File: src/rtl/uart_tx_arbiter_if.sv
// Byte-stream requester channel: a requester presents valid/data/last and
// the arbiter answers with ready; a byte moves when valid and ready are both high.
interface uart_tx_arbiter_if;
    logic       valid;
    logic [7:0] data;
    logic       last;
    logic       ready;

    modport master (output valid, output data, output last, input ready);
    modport slave  (input valid, input data, input last, output ready);
endinterface

File: src/rtl/uart_tx_arbiter.sv
// Two-requester arbiter feeding one UART transmitter. Multi-byte messages lock
// the owner; single bytes alternate fairly. Aborts if tx_busy never rises.
module uart_tx_arbiter #(
    parameter int unsigned BUSY_TIMEOUT = 16
) (
    input  logic              clk,
    input  logic              reset,
    uart_tx_arbiter_if.slave  i_req0,
    uart_tx_arbiter_if.slave  i_req1,
    output logic              o_tx_start,
    output logic [7:0]        o_tx_data,
    input  logic              i_tx_busy,
    output logic [1:0]        o_owner,
    output logic              o_err_timeout
);

    typedef enum logic [1:0] {
        ARB       = 2'd0,
        ISSUE     = 2'd1,
        WAIT_BUSY = 2'd2,
        WAIT_DONE = 2'd3
    } state_t;

    // Abort is flagged on the cycle whose increment makes the counter reach BUSY_TIMEOUT-1.
    localparam logic [7:0] TIMEOUT_PRE = 8'(BUSY_TIMEOUT - 2);

    state_t     r_state;
    logic       r_tx_start;
    logic [7:0] r_tx_data;
    logic [1:0] r_owner;
    logic       r_err_timeout;
    logic [7:0] r_cnt;
    logic       r_last_served;

    state_t     w_state_nxt;
    logic       w_tx_start_nxt;
    logic [7:0] w_tx_data_nxt;
    logic [1:0] w_owner_nxt;
    logic       w_err_nxt;
    logic [7:0] w_cnt_nxt;
    logic       w_last_served_nxt;
    logic       w_grant0;
    logic       w_grant1;
    logic       w_last_byte;

    // Grant decision: ARB only, lock owner first, otherwise alternate on a tie.
    always_comb begin
        w_grant0 = 1'b0;
        w_grant1 = 1'b0;
        if (!reset && (r_state == ARB)) begin
            case (r_owner)
                2'b01:   w_grant0 = i_req0.valid;
                2'b10:   w_grant1 = i_req1.valid;
                default: begin
                    if (i_req0.valid && i_req1.valid) begin
                        if (r_last_served) begin
                            w_grant0 = 1'b1;
                        end else begin
                            w_grant1 = 1'b1;
                        end
                    end else begin
                        w_grant0 = i_req0.valid;
                        w_grant1 = i_req1.valid;
                    end
                end
            endcase
        end else begin
            w_grant0 = 1'b0;
            w_grant1 = 1'b0;
        end
    end

    assign i_req0.ready = w_grant0;
    assign i_req1.ready = w_grant1;

    // Next-state and next-value logic for every registered output.
    always_comb begin
        w_state_nxt       = r_state;
        w_tx_start_nxt    = 1'b0;
        w_tx_data_nxt     = r_tx_data;
        w_owner_nxt       = r_owner;
        w_err_nxt         = 1'b0;
        w_cnt_nxt         = r_cnt;
        w_last_served_nxt = r_last_served;
        w_last_byte       = 1'b0;
        case (r_state)
            ARB: begin
                if (w_grant0 || w_grant1) begin
                    w_state_nxt       = ISSUE;
                    w_tx_start_nxt    = 1'b1;
                    w_tx_data_nxt     = w_grant1 ? i_req1.data : i_req0.data;
                    w_last_served_nxt = w_grant1;
                    w_last_byte       = w_grant1 ? i_req1.last : i_req0.last;
                    if (w_last_byte) begin
                        w_owner_nxt = 2'b00;
                    end else begin
                        w_owner_nxt = {w_grant1, w_grant0};
                    end
                end else begin
                    w_state_nxt = ARB;
                end
            end
            ISSUE: begin
                w_cnt_nxt   = 8'd0;
                w_state_nxt = WAIT_BUSY;
            end
            WAIT_BUSY: begin
                if (i_tx_busy) begin
                    w_state_nxt = WAIT_DONE;
                end else if (r_cnt >= TIMEOUT_PRE) begin
                    w_cnt_nxt   = r_cnt + 8'd1;
                    w_err_nxt   = 1'b1;
                    w_owner_nxt = 2'b00;
                    w_state_nxt = ARB;
                end else begin
                    w_cnt_nxt = r_cnt + 8'd1;
                end
            end
            WAIT_DONE: begin
                if (!i_tx_busy) begin
                    w_state_nxt = ARB;
                end else begin
                    w_state_nxt = WAIT_DONE;
                end
            end
            default: begin
                w_state_nxt = ARB;
            end
        endcase
    end

    // State and output registers.
    always_ff @(posedge clk or posedge reset) begin
        if (reset) begin
            r_state       <= ARB;
            r_tx_start    <= 1'b0;
            r_tx_data     <= 8'h00;
            r_owner       <= 2'b00;
            r_err_timeout <= 1'b0;
            r_cnt         <= 8'd0;
            r_last_served <= 1'b1;
        end else begin
            r_state       <= w_state_nxt;
            r_tx_start    <= w_tx_start_nxt;
            r_tx_data     <= w_tx_data_nxt;
            r_owner       <= w_owner_nxt;
            r_err_timeout <= w_err_nxt;
            r_cnt         <= w_cnt_nxt;
            r_last_served <= w_last_served_nxt;
        end
    end

    assign o_tx_start    = r_tx_start;
    assign o_tx_data     = r_tx_data;
    assign o_owner       = r_owner;
    assign o_err_timeout = r_err_timeout;

endmodule

File: src/flat_wrapper.sv
// flat-port wrapper written by rule: the top's interface ports become plain ports
module uart_tx_arbiter_flat 
#(
    parameter int unsigned BUSY_TIMEOUT = 16
)
  (clk, reset, o_tx_start, o_tx_data, i_tx_busy, o_owner, o_err_timeout, i_req0_valid, i_req0_data, i_req0_last, i_req0_ready, i_req1_valid, i_req1_data, i_req1_last, i_req1_ready);
  uart_tx_arbiter_if i_req0_i ();
  uart_tx_arbiter_if i_req1_i ();
  input  logic clk;
  input  logic reset;
  output logic o_tx_start;
  output logic [7:0] o_tx_data;
  input  logic i_tx_busy;
  output logic [1:0] o_owner;
  output logic o_err_timeout;
  input wire logic [$bits(i_req0_i.valid)-1:0] i_req0_valid;
  input wire logic [$bits(i_req0_i.data)-1:0] i_req0_data;
  input wire logic [$bits(i_req0_i.last)-1:0] i_req0_last;
  output wire logic [$bits(i_req0_i.ready)-1:0] i_req0_ready;
  input wire logic [$bits(i_req1_i.valid)-1:0] i_req1_valid;
  input wire logic [$bits(i_req1_i.data)-1:0] i_req1_data;
  input wire logic [$bits(i_req1_i.last)-1:0] i_req1_last;
  output wire logic [$bits(i_req1_i.ready)-1:0] i_req1_ready;
  assign i_req0_i.valid = i_req0_valid;
  assign i_req0_i.data = i_req0_data;
  assign i_req0_i.last = i_req0_last;
  assign i_req0_ready = i_req0_i.ready;
  assign i_req1_i.valid = i_req1_valid;
  assign i_req1_i.data = i_req1_data;
  assign i_req1_i.last = i_req1_last;
  assign i_req1_ready = i_req1_i.ready;
  uart_tx_arbiter #(.BUSY_TIMEOUT(BUSY_TIMEOUT)) u_core (.clk(clk), .reset(reset), .i_req0(i_req0_i), .i_req1(i_req1_i), .o_tx_start(o_tx_start), .o_tx_data(o_tx_data), .i_tx_busy(i_tx_busy), .o_owner(o_owner), .o_err_timeout(o_err_timeout));
endmodule
File: config.mk
export PLATFORM = sky130hd
export DESIGN_NAME = uart_tx_arbiter_flat
export DESIGN_NICKNAME = d
export VERILOG_FILES = /design/src/rtl/uart_tx_arbiter_if.sv /design/src/rtl/uart_tx_arbiter.sv /design/src/flat_wrapper.sv
export SDC_FILE = /design/constraint.sdc
export NUM_CORES = 1
export LEC_CHECK = 0
export BUFFER_PORTS_ARGS = -buffer_cell sky130_fd_sc_hd__buf_2
export CAP_MARGIN = 20
export CORE_MARGIN = 1
export CORE_UTILIZATION = 49
export DETAILED_ROUTE_END_ITERATION = 7
export PLACE_DENSITY = 0.78
export SLEW_MARGIN = 0
export SYNTH_ARGS = -nofsm -noshare
export SYNTH_HDL_FRONTEND = slang
export SYNTH_SLANG_ARGS = --single-unit
export TNS_END_PERCENT = 30
File: constraint.sdc
create_clock -name clk -period 2.1 [get_ports clk]
set_clock_uncertainty 0.15 [all_clocks]
set_input_delay 0.21 -clock clk [delete_from_list [all_inputs] [get_ports clk]]
set_output_delay 0.21 -clock clk [all_outputs]
set_load 0.05 [all_outputs]
==> flow_metrics.tcl <==
set metrics [dict create \
    worstPathCellList "dlygate4sd3_1 -> buf_2 -> nor3_1 -> o2111a_2 -> buf_4 -> buf_12 -> mux2i_1 -> o21ai_0" \
    clock-sinks 23 \
    crit_type "primary input to flop" \
    htreeDepth 1 \
    period_share 0.9663 \
    required_ns 2.14 \
    nNetsFinal 191 \
    numCtsBuffers 3 \
    syn_avg_cell_area_um2 10.54 \
    clk_pin_slew_worst_paths_ns 0.12 \
    finalHoldViolations 0 \
    drc_errors 0 \
    cts_buffer_depth 2 \
    clk_latency_ns 0.31 \
    drtIter0Drc 24 \
    grt-ovfl-total 0 \
    ys_types 30 \
    die_h_um 50.21 \
    ys_seq_area_frac 0.5066 \
    slew_viol_final 0 \
    max_slew_margin 0.6782 \
    ys_warn_count 0 \
    startpoint "reset" \
    p_total_mw 1.960 \
    cpPeakStageDelay_ns 0.53 \
    gp_congestion 0.8144 \
    reg2reg_depth 8 \
    max_freq_mhz 492.8 \
    grt.total_usage 0.2227 \
    synth_ff_type "dfrtp_1" \
    antenna_found_initial 0 \
    hold_path.class "primary input to flop" \
    period_minus_slack_ns 2.029 \
    core_area_um2 2191 \
    start_util 0.5197 \
    layout_commonest_cell "buf_2" \
    cts_root_buffer "clkbuf_4" \
    via_per_inst 5.236 \
    use_met2 0.3511 \
    syn_inst 108 \
    grt_pass1_vias 895 \
    syn2layout_area_growth_pct 36.48 \
    die_w_um 50.21 \
    wl_per_cell_um 13.43 \
    die_area_um2 2521 \
    wl_um 2565 \
    drv_cap 0 \
    critPathCapture "u_core.o_tx_data[7]$_DFFE_PP0P_" \
    syn_area_um2 1139 \
    portBuffers 36 \
    fin_hold_ws_ns 0.03680 \
    drive_gt1_frac 0.3252 \
    grt_pass1_wl_um 4091 \
    fin_util 0.7093 \
    hpwl_um 1687 \
    ant_nets 0 \
    yosys_register_bits 23 \
    syn_nets 135 \
    grtUsageMet3 0.03939 \
    async_flop_share 1.000 \
    arrival_ns 2.07 \
    synth_edf_count 0 \
    power.density_nw_per_um2 1261 \
    grtUsageMet1 0.2837 \
    std_cell_rows 17 \
    reg2reg_slack_ns 0.08 \
    finalSetupViolations 0 \
    grt_max_degree 17 \
    diodes 0 \
    io_pins 37 \
    busiest_layer "met2" \
    vias 1000 \
    peakVddDrop_v 0.0009796 \
    critPathMaxFanout 7 \
    max_slew.worst_pin.slew_ns 0.4783 \
    worstSetupEndpointType "flop" \
    r2r-end "u_core.o_tx_data[7]$_DFFE_PP0P_" \
    slowest_stage "dlygate4sd3_1" \
    critPathLaunchType "primary input" \
    status "finished, final reports clean" \
    rr_startpoint "u_core.o_owner[0]$_DFFE_PP0P_" \
    drt_pass1_iterations 4 \
    final_cell_mix "34 x buf_2, 20 x dfrtp_1, 14 x nand2_1, 14 x o21ai_0, 12 x mux2i_1" \
    p_leak_nw 0.7575 \
    tritoncts "done" \
]
[worst max-delay path: cells and delay by family]
kind | cells | cell delay (ns)
simple gates | 1 | 0.24
compound gates | 2 | 0.46
buf+inv | 4 | 0.92
mux | 1 | 0.24
[area by class of cell]
type                    count  area [um^2]
fillers                   155        636.9
flip-flops and latches     23        579.3
multi-input cells          74        515.5
repair buffers             54        367.9
well taps                  28        35.03
inverters                   8        30.03
clock buffers               4        26.28
[kinds of logic after synthesis]
group | after synthesis | share of synthesized area
DFF | 23 | 0.5066
muxes | 12 | 0.1055
AOI/OAI and AO/OA | 23 | 0.1253
adders and majority gates | 4 | 0.04396
xor gates and xnor gates | 2 | 0.01539
buffers and inverters | 11 | 0.05275
and+or+nand+nor | 33 | 0.1506
[metrics by stage]
| step | instances | setup slack, ns | cell area (um^2) | setup TNS (ns) |
|---|---|---|---|---|
| after floorplan | 108 | 0.004359 | 1141 | 0 |
| after global placement | 173 | 0.2154 | 1369 | 0 |
| after detailed placement | 173 | 0.1419 | 1369 | 0 |
| after CTS | 188 | 0.004116 | 1511 | 0 |
| after global routing | 191 | -0.05568 | 1554 | -0.1108 |
| final | 191 | 0.07071 | 1554 | 0 |
[registers in the layout (all words and copies together) (netlist names)]
register              cells
u_core.o_owner            2
u_core.r_cnt              8
u_core.r_last_served      1
u_core.o_err_timeout      1
u_core.o_tx_start         1
u_core.o_tx_data          8
u_core.r_state            2
[layer usage]
layer	share of wire	up-vias
met1	0.44	481
met3	0.030	7
met4	0.025	0
met5	0	-
li1	-	489
met2	0.51	23
[power by group]
group	total [mW]	switching, mW	internal, mW	leakage, nW
clock network	0.202	0.128	0.0742	0.0150
logic	1.01	0.683	0.330	0.449
registers	0.743	0.135	0.609	0.293
total	1.96	0.946	1.01	0.757
[how the worst min path moves through the flow]
stage,end,depth (start not counted),start,slack [ns]
after floorplan,u_core.o_err_timeout$_DFF_PP0_,1,reset,0.06
after global placement,u_core.r_state[0]$_DFFE_PP0P_,2,reset,0.09
after detailed placement,u_core.o_tx_start$_DFF_PP0_,2,reset,0.1
after CTS,u_core.o_tx_data[6]$_DFFE_PP0P_,3,i_req0_data[6],0.04
after global routing,u_core.o_tx_data[5]$_DFFE_PP0P_,3,i_req0_data[5],0.05
final,u_core.o_tx_data[6]$_DFFE_PP0P_,3,i_req0_data[6],0.04
[repair_timing]
item | in CTS | in global routing
hold buffers | 11 | 0
pin swaps | 0 | 1
endpoints found under the setup margin | 2 | 2
setup buffers | 0 | 3
gates resized for setup | 3 | 3
hold endpoints to repair | 21 | 0
[cells in the mapped netlist, drive strengths merged (2+ instances only)]
cell	number	area (um^2)
dfrtp	22	550.5
nand2	14	52.55
o21ai	14	70.07
mux2i	12	120.1
inv	8	30.03
nand3	8	40.04
ha	4	50.05
buf	3	30.03
nor3	3	26.28
a21oi	2	13.76
xor2	2	17.52
(Power assumes the default switching activity.)
